<file path="src/rtl/button_evt_pkg.sv">
// Shared state encoding and default timing for the button event decoder.
package button_evt_pkg;

  typedef enum logic [1:0] {
    ST_IDLE    = 2'd0,
    ST_PRESSED = 2'd1,
    ST_HOLD    = 2'd2
  } btn_state_t;

  // Defaults assume a 100 MHz clock: long press 0.5 s, repeat every 0.1 s.
  localparam int unsigned LONG_CYCLES_DEF   = 50_000_000;
  localparam int unsigned REPEAT_CYCLES_DEF = 10_000_000;
  localparam int unsigned CNT_W_DEF         = 26;
  localparam int unsigned PCNT_W            = 8;

endpackage

</file>
<file path="src/rtl/button_edge_detect.sv">
// Rise/fall detector on the debounced level; pb_prev resets high so a button
// held through reset yields no event until it is released and pressed again.
module button_edge_detect (
  input  logic i_clk,
  input  logic i_rst,
  input  logic i_pb,
  output logic o_rise,
  output logic o_fall
);

  logic r_pb_prev;

  always_ff @(posedge i_clk) begin
    if (i_rst) r_pb_prev <= 1'b1;
    else       r_pb_prev <= i_pb;
  end

  assign o_rise = i_pb & ~r_pb_prev;
  assign o_fall = ~i_pb & r_pb_prev;

endmodule

</file>
<file path="src/rtl/button_event_decoder.sv">
// Turns a debounced button level into registered single-cycle event strobes:
// press, release, click, long press and auto-repeat while held.
module button_event_decoder
  import button_evt_pkg::*;
#(
  parameter int unsigned LONG_CYCLES   = LONG_CYCLES_DEF,
  parameter int unsigned REPEAT_CYCLES = REPEAT_CYCLES_DEF,
  parameter int unsigned CNT_W         = CNT_W_DEF
) (
  input  logic              clk,
  input  logic              rst,
  input  logic              pb_in,
  output logic              held,
  output logic              press_pulse,
  output logic              release_pulse,
  output logic              click_pulse,
  output logic              long_pulse,
  output logic              repeat_pulse,
  output logic [PCNT_W-1:0] press_count
);

  localparam int unsigned MAX_CYCLES = (LONG_CYCLES > REPEAT_CYCLES) ? LONG_CYCLES : REPEAT_CYCLES;

  if (LONG_CYCLES < 2 || REPEAT_CYCLES < 1 || CNT_W < 1 ||
      ((64'(MAX_CYCLES) - 64'd1) >> CNT_W) != 64'd0) begin : g_param_check
    $error("button_event_decoder: illegal LONG_CYCLES/REPEAT_CYCLES/CNT_W");
  end

  localparam logic [CNT_W-1:0] LONG_LAST = CNT_W'(LONG_CYCLES - 1);
  localparam logic [CNT_W-1:0] REP_LAST  = CNT_W'(REPEAT_CYCLES - 1);

  btn_state_t        r_state, w_state_nxt;
  logic [CNT_W-1:0]  r_cnt, w_cnt_nxt;
  logic [PCNT_W-1:0] r_press_count, w_press_count_nxt;
  logic r_held, w_held_nxt;
  logic r_press, w_press_nxt;
  logic r_release, w_release_nxt;
  logic r_click, w_click_nxt;
  logic r_long, w_long_nxt;
  logic r_repeat, w_repeat_nxt;
  logic w_rise, w_fall, w_long_hit, w_rep_hit;

  button_edge_detect u_edge (
    .i_clk  (clk),
    .i_rst  (rst),
    .i_pb   (pb_in),
    .o_rise (w_rise),
    .o_fall (w_fall)
  );

  assign w_long_hit = (r_cnt == LONG_LAST);
  assign w_rep_hit  = (r_cnt == REP_LAST);

  always_ff @(posedge clk) begin
    if (rst) r_state <= ST_IDLE;
    else     r_state <= w_state_nxt;
  end

  // A release on the same edge as a threshold match takes priority.
  always_comb begin
    w_state_nxt = r_state;
    case (r_state)
      ST_IDLE:    if (w_rise) w_state_nxt = ST_PRESSED;
      ST_PRESSED: begin
        if (w_fall)          w_state_nxt = ST_IDLE;
        else if (w_long_hit) w_state_nxt = ST_HOLD;
      end
      ST_HOLD:    if (w_fall) w_state_nxt = ST_IDLE;
      default:    w_state_nxt = ST_IDLE;
    endcase
  end

  always_comb begin
    w_cnt_nxt         = r_cnt;
    w_press_count_nxt = r_press_count;
    w_held_nxt        = r_held;
    w_press_nxt       = 1'b0;
    w_release_nxt     = 1'b0;
    w_click_nxt       = 1'b0;
    w_long_nxt        = 1'b0;
    w_repeat_nxt      = 1'b0;
    case (r_state)
      ST_IDLE: begin
        if (w_rise) begin
          w_cnt_nxt         = '0;
          w_press_nxt       = 1'b1;
          w_press_count_nxt = r_press_count + PCNT_W'(1);
          w_held_nxt        = 1'b1;
        end
      end
      ST_PRESSED: begin
        if (w_fall) begin
          w_cnt_nxt     = '0;
          w_release_nxt = 1'b1;
          w_click_nxt   = 1'b1;
          w_held_nxt    = 1'b0;
        end else if (w_long_hit) begin
          w_cnt_nxt  = '0;
          w_long_nxt = 1'b1;
        end else begin
          w_cnt_nxt = r_cnt + CNT_W'(1);
        end
      end
      ST_HOLD: begin
        if (w_fall) begin
          w_cnt_nxt     = '0;
          w_release_nxt = 1'b1;
          w_held_nxt    = 1'b0;
        end else if (w_rep_hit) begin
          w_cnt_nxt    = '0;
          w_repeat_nxt = 1'b1;
        end else begin
          w_cnt_nxt = r_cnt + CNT_W'(1);
        end
      end
      default: begin
        w_cnt_nxt  = '0;
        w_held_nxt = 1'b0;
      end
    endcase
  end

  always_ff @(posedge clk) begin
    if (rst) begin
      r_cnt         <= '0;
      r_press_count <= '0;
      r_held        <= 1'b0;
      r_press       <= 1'b0;
      r_release     <= 1'b0;
      r_click       <= 1'b0;
      r_long        <= 1'b0;
      r_repeat      <= 1'b0;
    end else begin
      r_cnt         <= w_cnt_nxt;
      r_press_count <= w_press_count_nxt;
      r_held        <= w_held_nxt;
      r_press       <= w_press_nxt;
      r_release     <= w_release_nxt;
      r_click       <= w_click_nxt;
      r_long        <= w_long_nxt;
      r_repeat      <= w_repeat_nxt;
    end
  end

  assign held          = r_held;
  assign press_pulse   = r_press;
  assign release_pulse = r_release;
  assign click_pulse   = r_click;
  assign long_pulse    = r_long;
  assign repeat_pulse  = r_repeat;
  assign press_count   = r_press_count;

endmodule

</file>
<file path="config.mk">
export PLATFORM = sky130hd
export DESIGN_NAME = button_event_decoder
export DESIGN_NICKNAME = d
export VERILOG_FILES = /design/src/rtl/button_evt_pkg.sv /design/src/rtl/button_edge_detect.sv /design/src/rtl/button_event_decoder.sv
export SDC_FILE = /design/constraint.sdc
export NUM_CORES = 1
export LEC_CHECK = 0
export ABC_CLOCK_PERIOD_IN_PS = 2700
export CORE_MARGIN = 2
export CORE_UTILIZATION = 40
export CTS_CLUSTER_DIAMETER = 80
export DETAILED_ROUTE_END_ITERATION = 10
export PLACE_DENSITY = 0.63
export SYNTH_ARGS = -nofsm -noshare
export SYNTH_HDL_FRONTEND = slang
export SYNTH_HIERARCHICAL = 1
export SYNTH_SLANG_ARGS = --single-unit
</file>
<file path="constraint.sdc">
create_clock -name clk -period 2.7 [get_ports clk]
set_input_delay 0.54 -clock clk [delete_from_list [all_inputs] [get_ports clk]]
set_output_delay 0.54 -clock clk [all_outputs]
set_load 0.02 [all_outputs]
</file>
# Word level (Yosys, flattened, before mapping)
# Cells that the tools add are included.
[op_classes] n_addsub=2 bitwise_logic=8 n_eq_ne=8 n_reduce_logical=10 muxes=18
[ops] op="$mux 26" count=5
[ops] op="$pmux 26 s3" count=1
[ops] op="$add 26x1->26 const B" count=1
[ops] op="$eq 26x24->1 const B" count=1
[ops] op="$eq 26x26->1 const B" count=1
[ops] op="$add 8x1->8 const B" count=1
[ops] op="$mux 2" count=4
[ops] op="$reduce_or 2->1" count=4
[ops] op="$mux 1" count=6
[ops] op="$ne 2x1->1 const B" count=3
[ops] op="$not 1->1" count=6
[ops] op="$pmux 2 s3" count=1
[ops] op="$reduce_or 3->1" count=2
[ops] op="$reduce_and 2->1" count=2
[ops] op="$ne 3x2->1 const B" count=1
[ops] op="$reduce_and 3->1" count=1
[ops] op="$and 1x1->1" count=2
[ops] op="$eq 2x1->1 const B" count=1
[ops] op="$eq 2x2->1 const B" count=1
[ops] op="$logic_not 2->1" count=1
[ops] op="$pmux 1 s2" count=1
[word_totals] in_bits=3 word_cells=56 regBits=43

# Depth between registers and ports, before layout
[logic_depth] word_depth=4 mapped_depth=10

# Modules after synthesis
# The synthesis kept the hierarchy.
[by_module_without_submodules] mod="button_event_decoder" cells_each=250 instances=1 area_per_inst_um2=2079.5
[by_module_without_submodules] mod="button_edge_detect" cells_each=4 instances=1 area_per_inst_um2=40.0

# Least setup slack after synthesis
# No wires, ideal clock.
[synth_path] kind="register -> register" from="register r_cnt[0]" to="register r_cnt[14]" required_time_ns=2.583 arrival_ns=2.022 path_buffers=2 stages_incl_launch_ff=10 path_slack_ns=0.561 setup_ns=0.117 cell_sequence="dfxtp_1 ha_1 nand4_1 or2_1 buf_6 o31ai_1 a21oi_1 buf_6 a21o_1 a22o_1"
[synth_via] elab_chain_cells=4 elab_cells_between_ends=8 cone_classes="add/sub: 1; eq/ne: 2; mux: 5"
[synth_lines] element="start, declared" line_no="button_event_decoder.sv:33" text="logic [CNT_W-1:0] r_cnt, w_cnt_nxt;"
[synth_lines] element="start signal, assigned" line_no="button_event_decoder.sv:134" text="r_cnt <= w_cnt_nxt;"
[synth_lines] element="$add 26x1->26, or another cell as far along" line_no="button_event_decoder.sv:101, button_event_decoder.sv:113"
[synth_lines] element="$mux 26 (on tied branches)" line_no="button_event_decoder.sv:109, button_event_decoder.sv:97"
[synth_lines] element="$mux 26 (on tied branches)" line_no="button_event_decoder.sv:105, button_event_decoder.sv:92"
[synth_lines] element="$pmux 26 s3 *" line_no="button_event_decoder.sv:82" text="case (r_state)"
# Mark *: on every way between the ends. The rest lies on a longest branch, timed or not.
# A chain may end at the register's enable or synchronous reset.

# Worst setup path in the final report
# Ends and elaborated chain as after synthesis.

==> parameters.txt <==
Parameter                              Value

STA
  Worst slew pin tran ... approximately 0.63 ns
  Setup Viol. Count Final ... 0
  Clock skew after layout ... between 0.01 and 0.015 ns
  Maximum achievable frequency ... 418.2 MHz
  Total negative slack for setup checks ... 0 ns
  Final critical delay including setup and external delays ... 2.391 ns
  Fin. Hold Viols ... 0
  Max Transition Viols Final ... 0
  Final period util ... 88.56%
  RSZ-0062 raised after global routing ... no
  Remaining max-slew budget at the tightest pin ... 58.06%

Critical path
  CP startpoint kind ... register
  Type of destination of the critical path ... register
  Slowest Stage Delay on Critical Path ... 0.41 ns
  Arrival time of data at the critical path endpoint ... approximately 2.6 ns
  Worst setup path class ... reg2reg
  Max Fanout on Critical Path ... 42
  Cells along the critical path ... ha_1, nand4_1, or2_1, o31ai_1, a21oi_2, buf_12, a21o_1, a22o_1
  Number of buffers and inverters on the critical path ... 1
  Slowest stage cell on the critical path ... o31ai_1
  Delay-heaviest family, CP ... compound AO/OA/AOI/OAI gates
  WP data required ... 2.90 ns

Global route
  Initial antenna violation count ... 0
  Sum of overflow across all layers after global routing ... 0
  Wire length of the first global-routing pass ... 7679 um
  Tot GR Track Use ... 15.77%
  Number of global-route vias before repair ... 1,652
  Pin count of the biggest net entering global routing ... 43

Detailed routing
  Vias per std cell ... 5.422
  Detailed-route wire length ... 4488 um
  DRC violation count after routing ... 0
  Total via count after detailed routing ... 1,865
  Drt first pass iters ... 4
  Count of nets left with antenna violations after detail routing ... 0
  Drt wl/cell ... roughly 13 um
  Starting DRT DRC Count ... 103

Logic synthesis
  EDFF count, synth ... 0
  Sequential fraction of the synthesis area ... 40.61%
  Area of the mapped netlist ... ~2100 um2
  Synth Register Bits ... 43
  Top flip-flop cell by instance count after synthesis ... dfxtp_1
  Instance count of the mapped netlist ... 254
  Syn_area_per_cell ... 8.345 um2
  Yosys warning total ... 6
  Count of distinct cell types in the synthesized netlist ... 43
  Fraction of synthesis flops using an asynchronous set or reset pin ... 0%
  Number of nets produced by synthesis ... between 200 and 300

Layout
  Share of final-layout standard cells stronger than drive strength 1 ... about 6.6%
  Signed area change from the synthesized netlist to the final layout ... 16.41%
  Most frequent cells in the layout ... dfxtp_1 (43), nand2_1 (26), a21oi_1 (21), nor2_1 (21), nand3_1 (18)
  Final design area excluding fillers ... 2467 um2
  Most common library cell in the layout ignoring fill and taps ... dfxtp_1
  Number of standard cells in the layout, taps in and fillers out ... around 340
  Antenna diodes ... 0
  Count of filler cells inserted in the layout ... 517
  Final-stage net count ... 281

Placed design
  Number of placed cells counting well taps ... 336
  Number of I/O port buffers ... 16
  Final GP Congestion ... around 0.81
  HPWL reported at the end of detailed placement ... 3174 um
  Placed Instance Area ... 2352 um2

Clock network
  Number of instances resized during post-cts repair ... 0
  Number of sinks handled by clock tree synthesis ... between 40 and 50
  TritonCTS clock tree ... done
  Buffer depth of the longest clock path ... 2
  Worst skew pair latency ... approximately 0.3 ns
  Clock root buffer ... clkbuf_8
  Cts hold-fix bufs ... 0
  Total CTS buffers ... 5
  Clock-pin transition on the worst setup and hold timing paths ... 0.09 ns
  H-tree levels ... 2
  Setup fix buffers added after clock tree synthesis ... 0

Die
  Standard-cell rows ... 26
  Width of the chip ... 76.80 um
  Die outline area ... 5897 um2
  Initial Utilization ... 41.50%
  Placeable core region ... 5107 um2
  Die H ... 76.80 um
  I/O pin cnt ... 17

Power
  Lkg Pwr ... 0.8185 nW
  Largest voltage drop on the vdd net ... 248.8 uV
  Final total power ... 1.385 mW
  PwrDens ... about 560 nW/um2

Run
  Number of max-cap violations ... 0

Run status
  Run status ... finished clean

Min path
  Worst hold-check path type ... reg2reg
## registers in the layout (all words and copies together), names as in the netlist
name	cells
long_pulse	1
u_edge/r_pb_prev	1
press_count	8
r_state	2
r_cnt	26
held	1
release_pulse	1
click_pulse	1
press_pulse	1
repeat_pulse	1
## per-stage QoR
stage          hold WS, ns  worst slack, ns  utilization (%)
4_1_cts             0.4988           0.3000            48.31
5_1_grt             0.5221           0.1450            48.31
6_report            0.4979           0.3089            48.31
2_1_floorplan       0.4474           0.5609                -
3_5_place_dp        0.4782          0.07534            46.06
3_3_place_gp        0.4776           0.1474            46.06
## path summary, 6_finish.rpt
| path | startpoint | slack (ns) | cells past startpoint | endpoint |
|---|---|---|---|---|
| hold / removal | r_cnt[6] | 0.50 | 1 | r_cnt[6] |
| hold reg to reg | r_cnt[6] | 0.50 | 1 | r_cnt[6] |
| setup / recovery | r_cnt[0] | 0.31 | 8 | r_cnt[14] |
| setup reg to reg | r_cnt[0] | 0.31 | 8 | r_cnt[14] |
## power by group
group	leakage [nW]	total, mW	internal (mW)	switching (mW)
clock network	0.0548	0.517	0.279	0.238
registers	0.347	0.659	0.649	0.0102
logic	0.417	0.209	0.0830	0.126
total	0.819	1.38	1.01	0.374
## routing by layer
metal | wire (um) | share of wire [%] | track usage (%) | vias to the layer above
li1 | - | - | - | 953
met2 | 2131 | 47 | 25.26 | 29
met4 | 38 | 0.85 | 4.364 | 0
met3 | 157 | 3.5 | 2.824 | 6
met1 | 2159 | 48 | 21.75 | 877
met5 | 0 | 0 | 0 | -
## layout make-up
| class | count | area, um2 | share of cell area (%) |
|---|---|---|---|
| Tap cell | 70 | 87.58 | 3.550 |
| Multi-Input combinational cell | 192 | 1152 | 46.70 |
| Timing Repair Buffer | 22 | 217.7 | 8.824 |
| Sequential cell | 43 | 860.8 | 34.89 |
| Clock buffer | 5 | 68.82 | 2.789 |
| Inverter | 9 | 33.78 | 1.369 |
| Clock inverter | 3 | 46.29 | 1.876 |
## cell families after synthesis
family	share of synthesized area [%]
flip-flops	40.61
AO/OA/AOI/OAI	17.06
buffers and inverters	5.194
multiplexers	2.361
AND/OR/NAND/NOR	28.10
XOR/XNOR	3.719
adder cells (fa/ha/maj)	2.952
## cells in the mapped netlist, drive strengths merged, types with 2 or more instances
cell type / count / share of area [%]
dfxtp: 43 / 41
nand2: 26 / 4.6
a21oi: 22 / 5.2
nor2: 21 / 3.7
nand3: 18 / 4.3
a31oi: 16 / 4.7
inv: 9 / 1.6
nor3: 8 / 1.9
nand4: 7 / 2.1
buf: 6 / 2.8
o21ai: 6 / 1.4
xor2: 6 / 2.5
ha: 5 / 3.0
mux2i: 5 / 2.4
clkbuf: 4 / 0.77
nor2b: 4 / 1.2
or2: 4 / 1.2
or2b: 4 / 1.4
a41oi: 3 / 1.2
o31ai: 3 / 1.1
or3: 3 / 0.89
xnor2: 3 / 1.2
a21o: 2 / 0.71
a22o: 2 / 0.83
and3: 2 / 0.59
and4: 2 / 0.83
nand2b: 2 / 0.59
nor3b: 2 / 0.71
nor4: 2 / 0.59
nor4b: 2 / 0.83
nor4bb: 2 / 0.94
or4: 2 / 0.71
Power figures use the tool's default switching activity.
